<file path="config.mk">
export PLATFORM = sky130hd
export DESIGN_NAME = memory_ctrl_flat
export DESIGN_NICKNAME = d
export VERILOG_FILES = /design/src/rtl/memory_ctrl_if.sv /design/src/rtl/memory_ctrl.sv /design/src/flat_wrapper.sv
export SDC_FILE = /design/constraint.sdc
export NUM_CORES = 1
export LEC_CHECK = 0
export CORE_ASPECT_RATIO = 2
export CORE_MARGIN = 2
export CORE_UTILIZATION = 40
export CTS_CLUSTER_SIZE = 8
export DETAILED_ROUTE_END_ITERATION = 12
export GPL_ROUTABILITY_DRIVEN = 0
export PLACE_DENSITY = 0.74
export SETUP_SLACK_MARGIN = 0.5
export SYNTH_ARGS = -nofsm -noshare
export SYNTH_HDL_FRONTEND = slang
export SYNTH_SLANG_ARGS = --single-unit
</file>
<file path="constraint.sdc">
create_clock -name clk -period 3.2 [get_ports clk]
set_input_delay 0.48 -clock clk [delete_from_list [all_inputs] [get_ports clk]]
set_output_delay 0.48 -clock clk [all_outputs]
set_load 0.05 [all_outputs]
</file>
<file path="src/rtl/memory_ctrl_if.sv">
// Bundle of the core request/response channel and the memory port of memory_ctrl.
// The slave modport is the controller's view; master is the core/memory side.
interface memory_ctrl_if;
    logic        req_valid;
    logic        req_ready;
    logic        req_we;
    logic [2:0]  req_typ;
    logic [31:0] req_addr;
    logic [31:0] req_wdata;
    logic        rsp_valid;
    logic        rsp_ready;
    logic [31:0] rsp_rdata;
    logic        rsp_err;
    logic        mem_en;
    logic        mem_we;
    logic [3:0]  mem_wmask;
    logic [31:0] mem_addr;
    logic [31:0] mem_wdata;
    logic        mem_ack;
    logic [31:0] mem_rdata;

    modport slave (
        input  req_valid, req_we, req_typ, req_addr, req_wdata, rsp_ready, mem_ack, mem_rdata,
        output req_ready, rsp_valid, rsp_rdata, rsp_err, mem_en, mem_we, mem_wmask, mem_addr, mem_wdata
    );

    modport master (
        output req_valid, req_we, req_typ, req_addr, req_wdata, rsp_ready, mem_ack, mem_rdata,
        input  req_ready, rsp_valid, rsp_rdata, rsp_err, mem_en, mem_we, mem_wmask, mem_addr, mem_wdata
    );
endinterface

</file>
<file path="src/rtl/memory_ctrl.sv">
// Single-outstanding load/store controller: accepts one core request, checks type
// and alignment, drives a word-addressed memory port with byte lanes, waits for
// mem_ack (bounded by TIMEOUT cycles) and returns an extended load result.
module memory_ctrl #(
    parameter int unsigned TIMEOUT = 255
) (
    input  logic         clk,
    input  logic         rst_n,
    memory_ctrl_if.slave bus
);
    // Counter only needs to reach TIMEOUT-1: the timeout fires on the edge that ends the last allowed cycle.
    localparam int unsigned      CNT_W    = (TIMEOUT > 1) ? $clog2(TIMEOUT) : 1;
    localparam logic [CNT_W-1:0] CNT_LAST = CNT_W'(TIMEOUT - 1);

    typedef enum logic [1:0] {IDLE, ACCESS, RESP} state_t;

    state_t           state_q, state_d;
    logic [CNT_W-1:0] cnt_q, cnt_d;
    logic [2:0]       typ_q, typ_d;
    logic [1:0]       off_q, off_d;
    logic             mem_en_q, mem_en_d;
    logic             mem_we_q, mem_we_d;
    logic [3:0]       mem_wmask_q, mem_wmask_d;
    logic [31:0]      mem_addr_q, mem_addr_d;
    logic [31:0]      mem_wdata_q, mem_wdata_d;
    logic             rsp_valid_q, rsp_valid_d;
    logic             rsp_err_q, rsp_err_d;
    logic [31:0]      rsp_rdata_q, rsp_rdata_d;

    logic             req_legal;
    logic             req_aligned;
    logic [3:0]       req_mask;
    logic [31:0]      req_lanes;
    logic [31:0]      rd_shift;
    logic [31:0]      load_data;

    assign bus.req_ready = (state_q == IDLE);
    assign bus.rsp_valid = rsp_valid_q;
    assign bus.rsp_err   = rsp_err_q;
    assign bus.rsp_rdata = rsp_rdata_q;
    assign bus.mem_en    = mem_en_q;
    assign bus.mem_we    = mem_we_q;
    assign bus.mem_wmask = mem_wmask_q;
    assign bus.mem_addr  = mem_addr_q;
    assign bus.mem_wdata = mem_wdata_q;

    // Decode the incoming request: legality, alignment, byte-lane mask and replicated store data.
    always_comb begin
        req_legal   = (bus.req_typ != 3'd3) && (bus.req_typ[2:1] != 2'b11);
        req_aligned = 1'b1;
        req_mask    = 4'b1111;
        req_lanes   = bus.req_wdata;
        case (bus.req_typ[1:0])
            2'd0: begin
                req_mask  = 4'b0001 << bus.req_addr[1:0];
                req_lanes = {4{bus.req_wdata[7:0]}};
            end
            2'd1: begin
                req_aligned = ~bus.req_addr[0];
                req_mask    = 4'b0011 << bus.req_addr[1:0];
                req_lanes   = {2{bus.req_wdata[15:0]}};
            end
            2'd2: req_aligned = (bus.req_addr[1:0] == 2'b00);
            default: ;
        endcase
    end

    // Extract and extend the addressed byte/half from the returned memory word.
    always_comb begin
        rd_shift = bus.mem_rdata >> {off_q, 3'b000};
        case (typ_q)
            3'd0:    load_data = {{24{rd_shift[7]}}, rd_shift[7:0]};
            3'd1:    load_data = {{16{rd_shift[15]}}, rd_shift[15:0]};
            3'd4:    load_data = {24'h0, rd_shift[7:0]};
            3'd5:    load_data = {16'h0, rd_shift[15:0]};
            default: load_data = rd_shift;
        endcase
    end

    // Next-state and next-output logic; every register holds unless a transition updates it.
    always_comb begin
        state_d     = state_q;
        cnt_d       = cnt_q;
        typ_d       = typ_q;
        off_d       = off_q;
        mem_en_d    = mem_en_q;
        mem_we_d    = mem_we_q;
        mem_wmask_d = mem_wmask_q;
        mem_addr_d  = mem_addr_q;
        mem_wdata_d = mem_wdata_q;
        rsp_valid_d = rsp_valid_q;
        rsp_err_d   = rsp_err_q;
        rsp_rdata_d = rsp_rdata_q;
        case (state_q)
            IDLE: begin
                if (bus.req_valid) begin
                    typ_d = bus.req_typ;
                    off_d = bus.req_addr[1:0];
                    cnt_d = '0;
                    if (req_legal && req_aligned) begin
                        state_d     = ACCESS;
                        mem_en_d    = 1'b1;
                        mem_we_d    = bus.req_we;
                        mem_wmask_d = bus.req_we ? req_mask : 4'b0000;
                        mem_addr_d  = {bus.req_addr[31:2], 2'b00};
                        mem_wdata_d = bus.req_we ? req_lanes : '0;
                    end else begin
                        state_d     = RESP;
                        rsp_valid_d = 1'b1;
                        rsp_err_d   = 1'b1;
                        rsp_rdata_d = '0;
                    end
                end
            end
            ACCESS: begin
                // Ack is tested before the timeout so an ack in the final allowed cycle still succeeds.
                if (bus.mem_ack || cnt_q == CNT_LAST) begin
                    state_d     = RESP;
                    rsp_valid_d = 1'b1;
                    rsp_err_d   = ~bus.mem_ack;
                    rsp_rdata_d = (bus.mem_ack && !mem_we_q) ? load_data : '0;
                    mem_en_d    = 1'b0;
                    mem_we_d    = 1'b0;
                    mem_wmask_d = '0;
                    mem_addr_d  = '0;
                    mem_wdata_d = '0;
                end else begin
                    cnt_d = cnt_q + CNT_W'(1);
                end
            end
            RESP: begin
                if (bus.rsp_ready) begin
                    state_d     = IDLE;
                    rsp_valid_d = 1'b0;
                    rsp_err_d   = 1'b0;
                    rsp_rdata_d = '0;
                end
            end
            default: state_d = IDLE;
        endcase
    end

    // State and registered outputs; reset aborts any transaction in flight.
    always_ff @(posedge clk or negedge rst_n) begin
        if (!rst_n) begin
            state_q     <= IDLE;
            cnt_q       <= '0;
            typ_q       <= '0;
            off_q       <= '0;
            mem_en_q    <= 1'b0;
            mem_we_q    <= 1'b0;
            mem_wmask_q <= '0;
            mem_addr_q  <= '0;
            mem_wdata_q <= '0;
            rsp_valid_q <= 1'b0;
            rsp_err_q   <= 1'b0;
            rsp_rdata_q <= '0;
        end else begin
            state_q     <= state_d;
            cnt_q       <= cnt_d;
            typ_q       <= typ_d;
            off_q       <= off_d;
            mem_en_q    <= mem_en_d;
            mem_we_q    <= mem_we_d;
            mem_wmask_q <= mem_wmask_d;
            mem_addr_q  <= mem_addr_d;
            mem_wdata_q <= mem_wdata_d;
            rsp_valid_q <= rsp_valid_d;
            rsp_err_q   <= rsp_err_d;
            rsp_rdata_q <= rsp_rdata_d;
        end
    end
endmodule

</file>
<file path="src/flat_wrapper.sv">
// flat-port wrapper written by rule: the top's interface ports become plain ports
module memory_ctrl_flat 
#(
    parameter int unsigned TIMEOUT = 255
)
  (clk, rst_n, bus_req_valid, bus_req_we, bus_req_typ, bus_req_addr, bus_req_wdata, bus_rsp_ready, bus_mem_ack, bus_mem_rdata, bus_req_ready, bus_rsp_valid, bus_rsp_rdata, bus_rsp_err, bus_mem_en, bus_mem_we, bus_mem_wmask, bus_mem_addr, bus_mem_wdata);
  memory_ctrl_if bus_i ();
  input  logic clk;
  input  logic rst_n;
  input wire logic [$bits(bus_i.req_valid)-1:0] bus_req_valid;
  input wire logic [$bits(bus_i.req_we)-1:0] bus_req_we;
  input wire logic [$bits(bus_i.req_typ)-1:0] bus_req_typ;
  input wire logic [$bits(bus_i.req_addr)-1:0] bus_req_addr;
  input wire logic [$bits(bus_i.req_wdata)-1:0] bus_req_wdata;
  input wire logic [$bits(bus_i.rsp_ready)-1:0] bus_rsp_ready;
  input wire logic [$bits(bus_i.mem_ack)-1:0] bus_mem_ack;
  input wire logic [$bits(bus_i.mem_rdata)-1:0] bus_mem_rdata;
  output wire logic [$bits(bus_i.req_ready)-1:0] bus_req_ready;
  output wire logic [$bits(bus_i.rsp_valid)-1:0] bus_rsp_valid;
  output wire logic [$bits(bus_i.rsp_rdata)-1:0] bus_rsp_rdata;
  output wire logic [$bits(bus_i.rsp_err)-1:0] bus_rsp_err;
  output wire logic [$bits(bus_i.mem_en)-1:0] bus_mem_en;
  output wire logic [$bits(bus_i.mem_we)-1:0] bus_mem_we;
  output wire logic [$bits(bus_i.mem_wmask)-1:0] bus_mem_wmask;
  output wire logic [$bits(bus_i.mem_addr)-1:0] bus_mem_addr;
  output wire logic [$bits(bus_i.mem_wdata)-1:0] bus_mem_wdata;
  assign bus_i.req_valid = bus_req_valid;
  assign bus_i.req_we = bus_req_we;
  assign bus_i.req_typ = bus_req_typ;
  assign bus_i.req_addr = bus_req_addr;
  assign bus_i.req_wdata = bus_req_wdata;
  assign bus_i.rsp_ready = bus_rsp_ready;
  assign bus_i.mem_ack = bus_mem_ack;
  assign bus_i.mem_rdata = bus_mem_rdata;
  assign bus_req_ready = bus_i.req_ready;
  assign bus_rsp_valid = bus_i.rsp_valid;
  assign bus_rsp_rdata = bus_i.rsp_rdata;
  assign bus_rsp_err = bus_i.rsp_err;
  assign bus_mem_en = bus_i.mem_en;
  assign bus_mem_we = bus_i.mem_we;
  assign bus_mem_wmask = bus_i.mem_wmask;
  assign bus_mem_addr = bus_i.mem_addr;
  assign bus_mem_wdata = bus_i.mem_wdata;
  memory_ctrl #(.TIMEOUT(TIMEOUT)) u_core (.clk(clk), .rst_n(rst_n), .bus(bus_i));
endmodule
</file>
## Yosys cells after proc, flatten, opt, wreduce, memory -nomap -nowiden

Index checks and enable logic that the tools add are counted.

- Add/sub/neg operators: 1
- Equal/unequal tests: 16
- Shift-type cells: 3
- Mux-type cells: 45
- Bitwise logic cells: 2
- Reductions and logical operators: 16

Operators with widths:

| operator | number |
|---|---|
| two-way mux 32 bit | 11 |
| case mux 32 bit (2 select lines) | 3 |
| case mux 32 bit (4 select lines) | 1 |
| case mux 32 bit (3 select lines) | 1 |
| right shift 32 x 5 -> 32 bit | 1 |
| two-way mux 4 bit | 4 |
| two-way mux 8 bit | 2 |
| case mux 4 bit (2 select lines) | 2 |
| case mux 8 bit (2 select lines) | 1 |
| two-way mux 1 bit | 10 |
| != test 2 bit (second input constant) | 5 |
| adder 8 x 1 -> 8 bit (second input constant) | 1 |
| equality test 8 bit (second input constant) | 1 |
| two-way mux 2 bit | 4 |
| equality test 3 bit (second input constant) | 2 |
| zero test 2 bit | 3 |
| case mux 1 bit (2 select lines) | 3 |
| case mux 1 bit (3 select lines) | 2 |
| case mux 2 bit (3 select lines) | 1 |
| AND reduction 3 bit | 2 |
| AND reduction 5 bit | 1 |
| equality test 2 x 1 -> 1 bit (second input constant) | 2 |
| equality test 2 bit (second input constant) | 2 |
| != test 2 x 1 -> 1 bit (second input constant) | 2 |
| other kinds (13) | 16 |

- Register bits after elaboration: 119
- Input port bits: 105
- Output and inout port bits: 105
- Word-level logic and storage cells: 95

## Logic depth before layout (Yosys ltp)

- Depth in word-level cells: 6
- Gate-level depth with buffers: 8
- Mapped depth without buffers: 6

## Least setup slack after synthesis

Ideal clock, no wire load.

- Path kind: input to register
- Start: in bus_req_typ[1]
- End: reg u_core.rsp_rdata_q[16], in the netlist u_core.bus.rsp_rdata[16]
- Setup time: 0.126 ns
- Arrival: 1.921 ns
- Data required time: 3.074 ns
- Path slack: 1.153 ns
- Cell stages on the path: 7
- Path buffers: 1
- Path through: inv_1 ha_1 or2b_1 a31oi_4 a211o_1 buf_6 a221o_1

- Longest elaborated chain between the ends: 5
- Elaborated cells on any way between the ends: 9
- Those cells by class: eq/ne: 5; mux: 1; reduce/logical: 3

RTL lines:

| item | RTL line | source |
|---|---|---|
| from (decl) | flat_wrapper.sv:12 | `input wire logic [$bits(bus_i.req_typ)-1:0] bus_req_typ;` |
| equality test 2 bit (tied with other cells) | memory_ctrl.sv:53 | `case (bus.req_typ[1:0])` |
| case mux 1 bit (2 select lines) or logical AND 1 bit (tied branches) | memory_ctrl.sv:53, memory_ctrl.sv:49 |  |
| logical AND 1 bit (*) | memory_ctrl.sv:100 | `if (req_legal && req_aligned) begin` |
| != test 2 bit (no line) (*) | n/a |  |
| AND reduction 5 bit (no line) (*) | n/a |  |
| to (signal assigned) | memory_ctrl.sv:170 | `rsp_rdata_q <= rsp_rdata_d;` |
| to (decl) | memory_ctrl.sv:28 | `logic [31:0] rsp_rdata_q, rsp_rdata_d;` |

Mark *: on every way between the ends. The rest lies on a longest branch, timed or not.
A chain may end at the register's enable or synchronous reset.

## Final worst setup path

- Start: reg u_core.state_q[0]
- End: out bus_req_ready

- Longest elaborated chain between the ends: 1

RTL lines:

| item | RTL line | source |
|---|---|---|
| from (decl) | memory_ctrl.sv:17 | `state_t state_q, state_d;` |
| from (signal assigned) | memory_ctrl.sv:159 | `state_q <= state_d;` |
| zero test 2 bit | memory_ctrl.sv:37 | `assign bus.req_ready = (state_q == IDLE);` |
| to (decl) | flat_wrapper.sv:18 | `output wire logic [$bits(bus_i.req_ready)-1:0] bus_req_ready;` |

No other way between the ends.

==> results_tabular.tex <==
\begin{tabular}{lr}
\hline
Metric & Value \\
\hline
\multicolumn{2}{l}{\textbf{CTS}} \\
\quad Number of hold-repair buffers added at the cts stage & 0 \\
\quad Number of clock buffers inserted by TritonCTS & 17 \\
\quad H-tree depth reported by CTS & 4 \\
\quad CTS Root Cell & sky130\_fd\_sc\_hd\_\_clkbuf\_16 \\
\quad Clock-pin slew on the worst setup and hold paths & roughly 0.06 ns \\
\quad Post-CTS setup buffer count & 0 \\
\quad Max Root-Sink Buffers & 2 \\
\quad Clock Sink Count & about 120 \\
\quad TritonCTS clock tree & built \\
\quad Skew-Pair Late Insertion Delay & a little over 0.4 ns \\
\multicolumn{2}{l}{\textbf{Timing}} \\
\quad Transition time at the pin with the least slew margin & a little over 0.9 ns \\
\quad Max-slew violation count & 0 \\
\quad Largest clock skew in the final design & slightly above 0.008 ns \\
\quad Setup violators final & 0 \\
\quad Setup TNS Final & 0 ns \\
\quad RSZ-0062 raised after global routing & true \\
\quad Peak Freq & 379 MHz \\
\quad Worst rel slew slack & between 30\% and 40\% \\
\quad Period minus WS final & 2.64 ns \\
\quad Final hold violation count & 0 \\
\quad Final period utilization & between 80\% and 90\% \\
\multicolumn{2}{l}{\textbf{Yosys}} \\
\quad Sequential area share after synthesis & roughly 53\% \\
\quad Proportion of synthesized flip-flops having asynchronous set or reset & 100\% \\
\quad Warnings, synthesis & 0 \\
\quad Syn Inst Count & 474 \\
\quad Netlist area before placement & roughly 5600 sq um \\
\quad Distinct cell type count of the synthesized netlist & between 50 and 60 \\
\quad Flip-flop and latch count after synthesis & around 120 \\
\quad Synthesized area divided by synthesized cell count & roughly 12 sq um \\
\quad Leading register cell type out of synthesis & sky130\_fd\_sc\_hd\_\_dfrtp\_1 \\
\quad Number of enable-type register cells in the synthesized netlist & 0 \\
\multicolumn{2}{l}{\textbf{Die}} \\
\quad Width of the die & 87.4 um \\
\quad Std-Cell Core Area & about 14000 sq um \\
\quad Starting utilization of the core area & roughly two fifths \\
\quad Number of top-level design ports & 210 \\
\quad Area of the die & 14900 sq um \\
\quad Number of standard-cell rows in the floorplan & 61 \\
\quad Y dimension of the die & about 170 um \\
\multicolumn{2}{l}{\textbf{Global route}} \\
\quad Leftover overflow at the end of global routing & 0 \\
\quad Pin count of the biggest net entering global routing & between 60 and 70 \\
\quad Number of antenna violations at the first check in global routing & 0 \\
\quad Combined global-route utilization of all metal layers & 21.8\% \\
\quad Vias in the first global route & approximately 4900 \\
\quad First-pass GRT wire length & between 20000 and 30000 um \\
\multicolumn{2}{l}{\textbf{Place}} \\
\quad Dpl cell area & about 7800 sq um \\
\quad Port-buffer cells & between 200 and 250 \\
\quad Placed wire-length estimate after detailed placement & 11600 um \\
\quad DP Cell Count & 819 \\
\multicolumn{2}{l}{\textbf{Worst setup path}} \\
\quad Worst endpoint data arrival time & 2.16 ns \\
\quad Required time of the worst setup path & 2.72 ns \\
\quad End of the worst register-to-register path & u\_core.bus.mem\_addr[14] \\
\quad Source of the worst register-to-register timing path & u\_core.cnt\_q[0] \\
\quad Critical path type & reg -> out \\
\quad Critical Path Source Type & register \\
\quad Maximum fanout count along the critical path & 11 \\
\quad Worst reg-to-reg path cell count & 7 \\
\quad Flop-to-flop setup slack & $\sim$0.82 ns \\
\quad Critical Path End Type & output pin \\
\multicolumn{2}{l}{\textbf{Drt}} \\
\quad Count of routing violations after the opening detailed-route iteration & 284 \\
\quad Per-cell via count in the routed design & approximately 5.7 \\
\quad Post-detailed-route wirelength per cell & 19.2 um \\
\quad Number of design rule violations left after detail routing & 0 \\
\quad Number of vias in the routed layout & just under 5000 \\
\quad Final Routed Wirelength & 16400 um \\
\quad 1st-pass router iterations & 5 \\
\quad Count of nets left with antenna violations after detail routing & 0 \\
\multicolumn{2}{l}{\textbf{Run status}} \\
\quad Outcome & finished, final reports clean \\
\multicolumn{2}{l}{\textbf{Power}} \\
\quad Largest vdd supply drop & approximately 560 uV \\
\quad Power density over the cells & between 1000 and 1500 nW/um\^{}2 \\
\quad Total design power & roughly 9 mW \\
\quad Leakage dissipation & 3.67 nW \\
\multicolumn{2}{l}{\textbf{Hold path}} \\
\quad Type of the most critical hold path & in -> async \\
\multicolumn{2}{l}{\textbf{Job}} \\
\quad Number of maximum-capacitance violations & 0 \\
\multicolumn{2}{l}{\textbf{Cells and area}} \\
\quad Area growth, synth to finish & 51.7\% \\
\quad Final layout net count & 794 \\
\quad Filler Cells Inserted & 1095 \\
\quad Post-route cell area & 8430 sq um \\
\quad Ratio of cells with drive above 1 in the final layout & between 10\% and 20\% \\
\quad Number of standard cells in the layout, taps in and fillers out & 852 \\
\quad Final antenna diode count & 0 \\
\hline
\end{tabular}
==> synth_stat cells (2+ instances only) <==
master	count	share of area [%]
sky130_fd_sc_hd__nand2b_1	5	0.56
sky130_fd_sc_hd__nor2b_1	2	0.23
sky130_fd_sc_hd__nand4_1	2	0.23
sky130_fd_sc_hd__a22o_1	74	12
sky130_fd_sc_hd__mux2_2	13	2.6
sky130_fd_sc_hd__buf_4	5	0.68
sky130_fd_sc_hd__a21o_1	3	0.41
sky130_fd_sc_hd__buf_2	11	0.99
sky130_fd_sc_hd__a221o_1	8	1.4
sky130_fd_sc_hd__mux2i_1	25	4.5
sky130_fd_sc_hd__buf_6	7	1.4
sky130_fd_sc_hd__o22ai_1	2	0.23
sky130_fd_sc_hd__nor3b_2	4	0.90
sky130_fd_sc_hd__a21oi_1	26	2.3
sky130_fd_sc_hd__o21ai_0	32	2.9
sky130_fd_sc_hd__or3_1	4	0.45
sky130_fd_sc_hd__o2bb2ai_1	24	3.8
sky130_fd_sc_hd__dfrtp_1	117	53
sky130_fd_sc_hd__nor2_1	8	0.54
sky130_fd_sc_hd__nand2_1	35	2.4
sky130_fd_sc_hd__nand3_1	4	0.36
sky130_fd_sc_hd__or4_1	2	0.27
sky130_fd_sc_hd__o31ai_1	2	0.27
sky130_fd_sc_hd__and2_1	2	0.23
sky130_fd_sc_hd__a22oi_1	8	1.1
sky130_fd_sc_hd__clkbuf_1	10	0.68
sky130_fd_sc_hd__ha_1	7	1.6
sky130_fd_sc_hd__inv_1	9	0.61
==> placed cells by master (no fill, tap or decap), drive strengths merged, types with 2 or more instances in the layout <==
cell type,count
a21o,3
bufinv,5
buf,15
dfrtp,117
clkdlybuf4s50,206
o31ai,2
clkinvlp,4
nand2b,5
nor3b,4
o211ai,3
or2,2
nand4,2
ha,7
nor2b,2
conb,2
inv,11
clkinv,4
mux2i,25
a22o,74
nor2,8
a221o,8
nand3,4
clkbuf,17
a21oi,26
nand2,35
nor3,2
a22oi,8
o2bb2ai,24
or3,4
o22ai,2
mux2,13
or4,2
and2,2
o21ai,33
==> state kept, by name (all words and copies together) (netlist names) <==
name / count
u_core.bus.mem_addr: 30
u_core.bus.mem_en: 1
u_core.bus.mem_wdata: 32
u_core.bus.mem_we: 1
u_core.bus.mem_wmask: 4
u_core.bus.rsp_err: 1
u_core.bus.rsp_rdata: 32
u_core.bus.rsp_valid: 1
u_core.cnt_q: 8
u_core.off_q: 2
u_core.state_q: 2
u_core.typ_q: 3
==> where the power goes <==
group | total, mW | internal [mW] | switching, mW
registers | 2.38 | 1.99 | 0.397
clock network | 2.10 | 1.39 | 0.710
logic | 4.41 | 1.61 | 2.80
==> layout make-up <==
cell class | count | area [sq um] | area share [%]
multi-input combinational | 316 | 2420 | 28.7
inverter | 9 | 33.8 | 0.401
timing repair buffer | 221 | 2200 | 26.1
clock buffer | 17 | 425 | 5.04
sequential | 117 | 2930 | 34.7
clock inverter | 15 | 229 | 2.72
tap | 157 | 196 | 2.33
==> metal layers <==
metal	vias up	GRT usage [%]	wire length (um)
li1	2243	-	-
met1	2385	29.3	6900
met2	212	34.3	7950
met3	20	5.26	1260
met4	0	7.02	252
met5	-	0	0
==> stage by stage <==
| step | setup WS, ns | util, % | hold WS, ns |
|---|---|---|---|
| after floorplan | 1.15 | - | 0.184 |
| after global placement | 0.323 | 56.4 | 0.460 |
| after detailed placement | 0.234 | 56.4 | 0.468 |
| after CTS | 0.632 | 61.2 | 0.171 |
| after global routing | 0.491 | 61.4 | 0.216 |
| final | 0.560 | 61.4 | 0.146 |
==> worst max-delay path: stages, from the launching register on <==
cell	delay, ns
sky130_fd_sc_hd__dfrtp_1	0.56
sky130_fd_sc_hd__nor2_1	0.33
sky130_fd_sc_hd__clkdlybuf4s50_1	0.87
==> kinds of logic after synthesis <==
group / count (synthesis) / synth area share, %
AOI/OAI and AO/OA: 191 / 26.5
adders and majority gates: 7 / 1.58
buffers and inverters: 43 / 4.43
DFF: 117 / 52.7
muxes: 39 / 7.54
other: 1 / 0.0675
and+or+nand+nor: 76 / 7.25
==> worst max-delay path by stage <==
stage	from	endpoint	depth (start not counted)
after floorplan	bus_req_typ[1]	u_core.bus.rsp_rdata[16]	7
after global placement	bus_req_typ[1]	u_core.bus.mem_wdata[13]	8
after detailed placement	bus_req_typ[1]	u_core.bus.mem_wdata[27]	8
after CTS	u_core.state_q[0]	bus_req_ready	2
after global routing	u_core.state_q[0]	bus_req_ready	2
final	u_core.state_q[0]	bus_req_ready	2
==> what timing repair did <==
action / 4_1_cts / 5_1_grt
setup endpoints to repair: 0 / 4
endpoints found under the hold margin: 0 / 0
resized for setup: 0 / 1
(Power assumes the default switching activity.)
